## src/rtl/clk_phase_gen.sv

```systemverilog
// Clock phase generator: locks a step counter to a sampled reference clock and
// derives NPH phase-shifted, optionally inverted clocks with rise strobes.
module clk_phase_gen #(
  parameter int DIV      = 16,
  parameter int NPH      = 4,
  parameter int LOCK_CNT = 4,
  parameter int TOL      = 1,
  localparam int PHW     = $clog2(DIV)
) (
  input  logic               CPUCLK_I,
  input  logic               rst,
  input  logic               ref_i,
  input  logic [NPH*PHW-1:0] phase_i,
  input  logic [NPH-1:0]     inv_i,
  output logic [NPH-1:0]     clk_o,
  output logic [NPH-1:0]     stb_o,
  output logic               locked,
  output logic [PHW-1:0]     pcnt_o
);
  localparam int WDW = PHW + 2;
  localparam logic [WDW-1:0] WD_MAX = WDW'(2 * DIV);

  typedef enum logic [1:0] {UNLOCKED, ACQUIRE, LOCKED} state_t;

  function automatic logic [PHW-1:0] err_mag(input logic signed [PHW-1:0] e);
    return e[PHW-1] ? $unsigned(-e) : $unsigned(e);
  endfunction

  function automatic logic [WDW-1:0] wd_step(input logic [WDW-1:0] w);
    return (w == WD_MAX) ? w : w + WDW'(1);
  endfunction

  logic                  sync_p0, sync_p1, sync_p2;
  logic                  ref_rise;
  logic [PHW-1:0]        pcnt, pcnt_inc;
  logic signed [PHW-1:0] edge_err;
  logic                  edge_good;
  state_t                state, state_next;
  logic [3:0]            gcnt, gcnt_next, gcnt_inc;
  logic [WDW-1:0]        wd;
  logic                  wd_expire;
  logic [NPH*PHW-1:0]    ph_p0;
  logic                  locked_next;
  logic [NPH-1:0]        clk_next;

  // Reference synchroniser; the third flop only serves edge detection
  always_ff @(posedge CPUCLK_I or posedge rst) begin
    if (rst) begin
      sync_p0 <= 1'b0;
      sync_p1 <= 1'b0;
      sync_p2 <= 1'b0;
    end else begin
      sync_p0 <= ref_i;
      sync_p1 <= sync_p0;
      sync_p2 <= sync_p1;
    end
  end

  assign ref_rise  = sync_p1 & ~sync_p2;
  assign pcnt_inc  = pcnt + PHW'(1);
  // A perfectly aligned edge arrives when pcnt is about to wrap to 0
  assign edge_err  = $signed(pcnt_inc);
  assign edge_good = err_mag(edge_err) <= PHW'(TOL);
  assign gcnt_inc  = gcnt + 4'd1;
  assign wd_expire = ~ref_rise & (wd_step(wd) == WD_MAX);

  always_comb begin
    state_next = state;
    gcnt_next  = gcnt;
    if (ref_rise) begin
      case (state)
        UNLOCKED: begin
          state_next = ACQUIRE;
          gcnt_next  = '0;
        end
        ACQUIRE: begin
          if (edge_good) begin
            gcnt_next = gcnt_inc;
            if (gcnt_inc == 4'(LOCK_CNT)) state_next = LOCKED;
          end else begin
            gcnt_next = '0;
          end
        end
        LOCKED: begin
          if (!edge_good) begin
            state_next = ACQUIRE;
            gcnt_next  = '0;
          end
        end
        default: begin
          state_next = UNLOCKED;
          gcnt_next  = '0;
        end
      endcase
    end else if (wd_expire) begin
      state_next = UNLOCKED;
      gcnt_next  = '0;
    end
  end

  always_ff @(posedge CPUCLK_I or posedge rst) begin
    if (rst) begin
      state <= UNLOCKED;
      gcnt  <= '0;
      wd    <= '0;
      pcnt  <= '0;
    end else begin
      state <= state_next;
      gcnt  <= gcnt_next;
      wd    <= ref_rise ? '0 : wd_step(wd);
      pcnt  <= ref_rise ? '0 : pcnt_inc;
    end
  end

  // Phase offsets only change at the period boundary so outputs never glitch
  always_ff @(posedge CPUCLK_I or posedge rst) begin
    if (rst) begin
      ph_p0 <= '0;
    end else if (pcnt == PHW'(DIV - 1)) begin
      ph_p0 <= phase_i;
    end
  end

  assign locked_next = (state == LOCKED);

  always_comb begin
    logic [PHW-1:0] diff;
    diff     = '0;
    clk_next = '0;
    for (int n = 0; n < NPH; n++) begin
      diff        = pcnt - ph_p0[n*PHW +: PHW];
      clk_next[n] = locked_next & (~diff[PHW-1] ^ inv_i[n]);
    end
  end

  // Output stage: every output is a flop
  always_ff @(posedge CPUCLK_I or posedge rst) begin
    if (rst) begin
      locked <= 1'b0;
      clk_o  <= '0;
      stb_o  <= '0;
    end else begin
      locked <= locked_next;
      clk_o  <= clk_next;
      stb_o  <= clk_next & ~clk_o;
    end
  end

  assign pcnt_o = pcnt;

endmodule
```

## config.mk

```make
export PLATFORM = sky130hd
export DESIGN_NAME = clk_phase_gen
export DESIGN_NICKNAME = d
export VERILOG_FILES = /design/src/rtl/clk_phase_gen.sv
export SDC_FILE = /design/constraint.sdc
export NUM_CORES = 1
export LEC_CHECK = 0
export ABC_AREA = 1
export CAP_MARGIN = 20
export CORE_MARGIN = 3
export CORE_UTILIZATION = 50
export CTS_BUF_LIST = sky130_fd_sc_hd__clkbuf_8 sky130_fd_sc_hd__clkbuf_16
export DETAILED_ROUTE_END_ITERATION = 12
export GPL_ROUTABILITY_DRIVEN = 0
export PLACE_DENSITY = 0.77
export RECOVER_POWER = 25
export SYNTH_ARGS = -nofsm -noshare
export SYNTH_HDL_FRONTEND = slang
export SYNTH_SLANG_ARGS = --single-unit
```

## constraint.sdc

```tcl
create_clock -name CPUCLK_I -period 2.1 [get_ports CPUCLK_I]
set_input_delay 0.525 -clock CPUCLK_I [delete_from_list [all_inputs] [get_ports CPUCLK_I]]
set_output_delay 0.525 -clock CPUCLK_I [all_outputs]
set_load 0.005 [all_outputs]
```

==> summary.txt, run 1 <==
Outcome
  – Status: finished clean

Min path
  – Worst min path class: flip-flop to flip-flop
  – Hold depth: 0
  – Worst Hold Launch: sync_p0$_DFF_PP0_

Clock network
  – Num CTS Buffers: 5
  – Clk_lat worst skew: ~0.29 ns
  – Clk sink count: 44
  – Post-CTS Hold Buffers: 0
  – Post_cts resized: 0
  – CTS clk-pin slew, worst paths: around 0.08 ns
  – H-tree levels: 2
  – Clock Tree Buf Depth: 2
  – Setup Buffers After CTS: 0
  – CTS tree: built
  – Clk Tree Root Cell: clkbuf_8

Worst setup path
  – CP top delay family: buffers and inverters
  – Worst R2R Setup Slack: between 0.3 and 0.4 ns
  – Worst endpoint required time: 1.57 ns
  – Crit-path cells: clkdlybuf4s50_1
  – Crit path capture: pcnt_o[2]
  – Critical Path Fanout Max: 11
  – RR Startpoint: pcnt_o[2]$_DFF_PP0_
  – Startpoint type of the worst setup path: flip-flop
  – RR Endpoint: stb_o[2]$_DFF_PP0_
  – WP data arrival: 1.47 ns
  – Crit path from: pcnt_o[2]$_DFF_PP0_
  – Cells on worst reg2reg path: 5
  – Slowest CP cell: clkdlybuf4s50_1
  – CP peak stage delay: roughly 0.6 ns
  – Critical path class: flip-flop to output port
  – Crit end category: output port
  – Instance count on the critical path: 1
  – Critical path buffer and inverter count: 1

Global route
  – Initial antenna violation count: 0
  – Gr ovfl total: 0
  – Number of global-route vias before repair: about 1,600
  – Global-route wire length before repair: 7230 microns
  – All-layer global routing usage: 17.7%
  – Pin count of the biggest net entering global routing: 45

Yosys
  – Mean post-synth cell area: 9.46 sq um
  – Synth top area share: 49.1%
  – Top post-synthesis cells by area: dfrtp_1 49%, ha_1 7.3%, nand2_1 6.7%
  – Post-Syn Area: roughly 2200 sq um
  – Register area share after synthesis: 49.1%
  – Synth cell types: 29
  – Synth Warn #: 0
  – Synthesized Nets: roughly 270
  – Post-synthesis cell count: 237
  – Cell taking the most area after synthesis: dfrtp_1
  – Flops & latches, synth: 44

Timing
  – Final setup viols: 0
  – RSZ-0062 raised after global routing: false
  – Tightest Pin Transition: 1.07 ns
  – Fmax: 502 MHz
  – Part of the cycle the worst path needs: a little over nine tenths
  – Worst Skew: 0.0107 ns
  – Fin. max-slew vios: 0
  – Setup_tns: 0 ns
  – Tmin final: ~2 ns
  – Hold WS: 0.350 ns
  – Final Hold Viols: 0
  – Worst slew margin: 28.6%

Detailed routing
  – Via count: 1,686
  – Vias per cell: 5.16
  – Routed WL: 4100 microns
  – DRT Pass-1 Iters: 4
  – # DRC: 0
  – Detailed Route Iter0 Violations: 76
  – Post-DRT Antenna Nets: 0
  – Routed len/inst: 12.5 microns

Place
  – IO Port Bufs: 35
  – Post-Place Cell Area: 2670 sq um
  – Hpwl dp: 2950 microns

Die
  – Core footprint: 4170 sq um
  – Initial Utilization: a little over half
  – Die Wd: 73.0 microns
  – Die extent in y: 73.0 microns
  – Area of the die: 5320 sq um
  – I/O pins: 36
  – Num rows: 23

Cells and area
  – Area grow syn2layout: 21.5%
  – Commonest non-fill, non-tap cell in the layout: dfrtp_1
  – Nets: about 320
  – Final core utilization: about two thirds
  – Ant diodes: 0
  – Layout cell share with drive strength beyond 1: about 11%
  – Commonest non-fill, non-tap cells in the layout: 44 x dfrtp_1, 40 x nand2_1, 33 x clkdlybuf4s50_1, 30 x inv_1, 19 x nor2_1
  – Cell area after layout: 2720 sq um

Power and ir drop
  – Switching Fraction: 36.0%
  – Power Density: 1010 nW/um^2
  – Cell internal pwr: ~1.8 mW
  – Peak supply drop: around 0.00067 V
  – Clock power frac: around 17%
  – Comb power frac: 38.7%
  – Net Sw Power: around 1 mW
  – Lkg Pwr: 1.34 nW
  – Final Total Pwr: 2.76 mW
  – Reg power frac: between 40% and 50%

Flow run
  – Max-Cap Viols: 0
-- worst min-delay path by stage --
stage | slack (ns) | to
floorplan | 0.33 | sync_p1$_DFF_PP0_
global placement | 0.33 | sync_p1$_DFF_PP0_
detailed placement | 0.34 | sync_p1$_DFF_PP0_
CTS | 0.35 | sync_p1$_DFF_PP0_
global route | 0.37 | sync_p1$_DFF_PP0_
finish | 0.35 | sync_p1$_DFF_PP0_
-- power groups by stage --
stage               combinational (mW)  clock, mW  sequential, mW
floorplan                        0.813          0            1.20
global placement                  1.04          0            1.24
finish                            1.07      0.471            1.22
CTS                               1.09      0.486            1.23
global route                      1.24      0.521            1.25
detailed placement                1.08          0            1.24
-- cell families (layout without fill, tap and decap cells) --
kind of cell    count (synthesis)  count (layout)  share of synthesized area [%]
mux                             8               8                           4.02
fa+ha+maj                      13              13                           7.25
compound gates                 30              30                           8.15
flops                          44              44                           49.1
simple gates                   95              95                           20.5
xor+xnor                       12              12                           4.69
buf+inv                        35              75                           6.25
-- synthesized netlist by cell type --
cell type	instances
dfrtp_1	44
nand2_1	40
inv_1	31
nor2_1	19
a21oi_1	14
ha_1	13
nand3_1	13
mux2_2	8
nand4_1	7
xnor2_1	7
xor2_1	5
a31oi_1	4
nor2_2	4
nor3_1	4
a21o_1	3
o21ai_0	3
a211oi_1	2
nand2_2	2
nand2_4	2
nor2_4	2
o21ai_1	2
buf_2	1
buf_6	1
clkbuf_1	1
inv_2	1
nand3_2	1
nand3_4	1
o21ai_2	1
o21ai_4	1
-- per-layer routing --
| metal | vias up | track usage [%] | share of wire (%) |
|---|---|---|---|
| met4 | 0 | 7.38 | 1.4 |
| met2 | 29 | 28.4 | 48 |
| met3 | 5 | 4.13 | 4.0 |
| li1 | 852 | - | - |
| met5 | - | 0 | 0 |
| met1 | 800 | 23.2 | 46 |
-- layout make-up --
class,count,area [sq um]
Clock buffer,5,68.8
Inverter,32,120
Multi-Input combinational cell,158,1000
Tap cell,50,62.6
Timing Repair Buffer,38,370
Fill cell,335,1450
Sequential cell,44,1100
-- per-stage QoR --
stage	worst slack, ns	std cells
after global placement	0.371	322
after global routing	0.0431	327
after CTS	0.102	327
after floorplan	0.544	237
final	0.110	327
after detailed placement	0.333	322
-- sequential cells by signal, indices dropped and copies added, names as in the netlist --
register and flops:
stb_o 4, locked 1, gcnt 4, sync_p0 1, sync_p2 1, pcnt_o 4, sync_p1 1, ph_p0 16
wd 6, clk_o 4, state 2
No activity file was read; power rests on OpenSTA's default activity.
==> run 2: changes to the inputs <==
- CORE_UTILIZATION: 50 -> 45
- PLACE_DENSITY: 0.77 -> 0.71
==> run 2 against run 1 <==
  * Combinational power barely moved
  * Non-clock buffer count rose by 1
  * Clock power rose by 3%
  * Final area rose by 2.0%
  * Count of clock-buffer cells in the layout did not move
  * Total power rose by 0.11%
  * Sequential share of layout area fell by 0.78 points
  * Worst setup slack improved by 0.023 ns
  * Maximum frequency rose by 1.2%
  * Highest routed layer unchanged
==> summary.txt, run 2 (synthesis gave the netlist of run 1 again) <==
Timing
  – Fmax: 508 MHz (was 502 MHz)
  – Part of the cycle the worst path needs: 93.7% (was 94.8%)
  – Fin. max-slew vios: 0 (unchanged)
  – RSZ-0062 raised after global routing: false (unchanged)
  – Tightest Pin Transition: 0.650 ns (was 1.07 ns)
  – Tmin final: 1.97 ns (was 1.99 ns)
  – Setup_tns: 0 ns (unchanged)
  – Worst setup margin: 0.132 ns (was 0.110 ns)
  – Final setup viols: 0 (unchanged)
  – Worst Skew: 0.00447 ns (was 0.0107 ns)
  – Final Hold Viols: 0 (unchanged)
  – Worst slew margin: 56.4% (was 28.6%)

Clock network
  – H-tree levels: 2 (unchanged)
  – Post_cts resized: 0 (unchanged)
  – Clk_lat worst skew: 0.29 ns (about the same)
  – Post-CTS Hold Buffers: 0 (unchanged)
  – Clock Tree Buf Depth: 2 (unchanged)
  – Setup Buffers After CTS: 0 (unchanged)
  – CTS tree: built (unchanged)
  – Num CTS Buffers: 5 (unchanged)
  – CTS clk-pin slew, worst paths: 0.08 ns (about the same)
  – Clk Tree Root Cell: clkbuf_8 (unchanged)
  – Clk sink count: 44 (unchanged)

Worst setup path
  – Instance count on the critical path: 1 (unchanged)
  – RR Startpoint: pcnt_o[1]$_DFF_PP0_ (was pcnt_o[2]$_DFF_PP0_)
  – CP peak stage delay: 0.58 ns (was 0.59 ns)
  – Crit path capture: pcnt_o[2] (unchanged)
  – Crit path from: pcnt_o[2]$_DFF_PP0_ (unchanged)
  – CP top delay family: buffers and inverters (unchanged)
  – Crit end category: output port (unchanged)
  – Startpoint type of the worst setup path: flip-flop (unchanged)
  – RR Endpoint: state[0]$_DFFE_PP0P_ (was stb_o[2]$_DFF_PP0_)
  – Critical Path Fanout Max: 11 (unchanged)
  – Worst R2R Setup Slack: 0.37 ns (was 0.34 ns)
  – WP data arrival: 1.44 ns (was 1.47 ns)
  – Crit-path cells: clkdlybuf4s50_1 (unchanged)
  – Cells on worst reg2reg path: 10 (was 5)
  – Worst endpoint required time: 1.57 ns (about the same)
  – Critical path class: flip-flop to output port (unchanged)
  – Critical path buffer and inverter count: 1 (unchanged)
  – Slowest CP cell: clkdlybuf4s50_1 (unchanged)

Die
  – Area of the die: 5870 sq um (was 5320 sq um)
  – Initial Utilization: 47.2% (was 53.7%)
  – Die Wd: 76.6 microns (was 73.0 microns)
  – I/O pins: 36 (unchanged)
  – Num rows: 25 (was 23)
  – Die extent in y: 76.6 microns (was 73.0 microns)
  – Core footprint: 4750 sq um (was 4170 sq um)

Power and ir drop
  – Power Density: 996 nW/um^2 (was 1010 nW/um^2)
  – Lkg Pwr: 1.36 nW (was 1.34 nW)
  – Final Total Pwr: 2.77 mW (was 2.76 mW)
  – Peak supply drop: 0.000584 V (was 0.000670 V)

Cells and area
  – Fill cells: 426 (was 335)
  – Area grow syn2layout: 23.9% (was 21.5%)
  – Largest regs: ph_p0: 16 flops, wd: 6 flops (unchanged)
  – Layout cell share with drive strength beyond 1: 11.1% (was 11.2%)
  – Nets: 316 (was 315)
  – Top reg by flops: ph_p0 (unchanged)
  – Number of flip-flops in the largest register: 16 (unchanged)
  – FF/Latch Area: 1100 sq um (unchanged)
  – Commonest non-fill, non-tap cells in the layout: 44 x dfrtp_1, 40 x nand2_1, 33 x clkdlybuf4s50_1, 31 x inv_1, 20 x nor2_1 (was 44 x dfrtp_1, 40 x nand2_1, 33 x clkdlybuf4s50_1, 30 x inv_1, 19 x nor2_1)
  – Commonest non-fill, non-tap cell in the layout: dfrtp_1 (unchanged)
  – Ant diodes: 0 (unchanged)
  – Multi-input gate area: 993 sq um (was 1000 sq um)

Global route
  – All-layer global routing usage: 15.2% (was 17.7%)
  – Global-route wire length before repair: 7150 microns (was 7230 microns)
  – Number of global-route vias before repair: 1,665 (was 1,607)
  – Gr ovfl total: 0 (unchanged)
  – Initial antenna violation count: 0 (unchanged)
  – Pin count of the biggest net entering global routing: 24 (was 45)

Detailed routing
  – # DRC: 0 (unchanged)
  – Routed len/inst: 11.4 microns (was 12.5 microns)
  – Vias per cell: 4.79 (was 5.16)
  – Via count: 1,663 (was 1,686)
  – Post-DRT Antenna Nets: 0 (unchanged)
  – DRT Pass-1 Iters: 4 (unchanged)
  – Routed WL: 3970 microns (was 4100 microns)
  – Detailed Route Iter0 Violations: 61 (was 76)

Min path
  – Worst min path class: flip-flop to flip-flop (unchanged)

Outcome
  – Status: finished clean (unchanged)

Flow run
  – Max-Cap Viols: 0 (unchanged)

Place
  – Hpwl dp: 3120 microns (was 2950 microns)
  – IO Port Bufs: 35 (unchanged)
  – Post-Place Worst Slack: 0.285 ns (was 0.333 ns)
-- run 2: report_power, final --
group          total (mW)  internal [mW]  switching, mW
Sequential           1.22           1.05          0.170
Clock               0.483          0.221          0.261
Combinational        1.06          0.505          0.556
Total                2.77           1.78          0.987
-- run 2: cell type report --
type / count / area share [%]
inverter: 32 / 4.32
sequential: 44 / 39.6
timing repair buffer: 39 / 14.5
clock buffer: 5 / 2.48
multi-input combinational: 158 / 35.8
tap: 67 / 3.02
clock inverter: 2 / 0.315
-- run 2: per-stage QoR --
step | cell area (sq um) | utilization [%] | cells | hold WS (ns)
after global placement | 2710 | 57.0 | 340 | 0.333
after global routing | 2780 | 58.4 | 347 | 0.361
after detailed placement | 2710 | 57.0 | 340 | 0.336
final | 2780 | 58.4 | 347 | 0.352
after CTS | 2790 | 58.7 | 347 | 0.353
after floorplan | 2240 | - | 237 | 0.331
-- run 2: how the worst min path moves through the flow --
| stage | startpoint | end | depth (start not counted) |
|---|---|---|---|
| after floorplan | sync_p0$_DFF_PP0_ | sync_p1$_DFF_PP0_ | 0 |
| after global placement | sync_p0$_DFF_PP0_ | sync_p1$_DFF_PP0_ | 0 |
| after detailed placement | sync_p0$_DFF_PP0_ | sync_p1$_DFF_PP0_ | 0 |
| after CTS | sync_p0$_DFF_PP0_ | sync_p1$_DFF_PP0_ | 0 |
| after global routing | sync_p0$_DFF_PP0_ | sync_p1$_DFF_PP0_ | 0 |
| final | sync_p0$_DFF_PP0_ | sync_p1$_DFF_PP0_ | 0 |
-- run 2: routing by layer --
layer	share of wire [%]	vias up	GRT usage, %
met3	3.3	7	3.19
met4	1.8	0	6.52
li1	-	856	-
met5	0	-	0
met2	49	25	26.1
met1	46	775	18.4
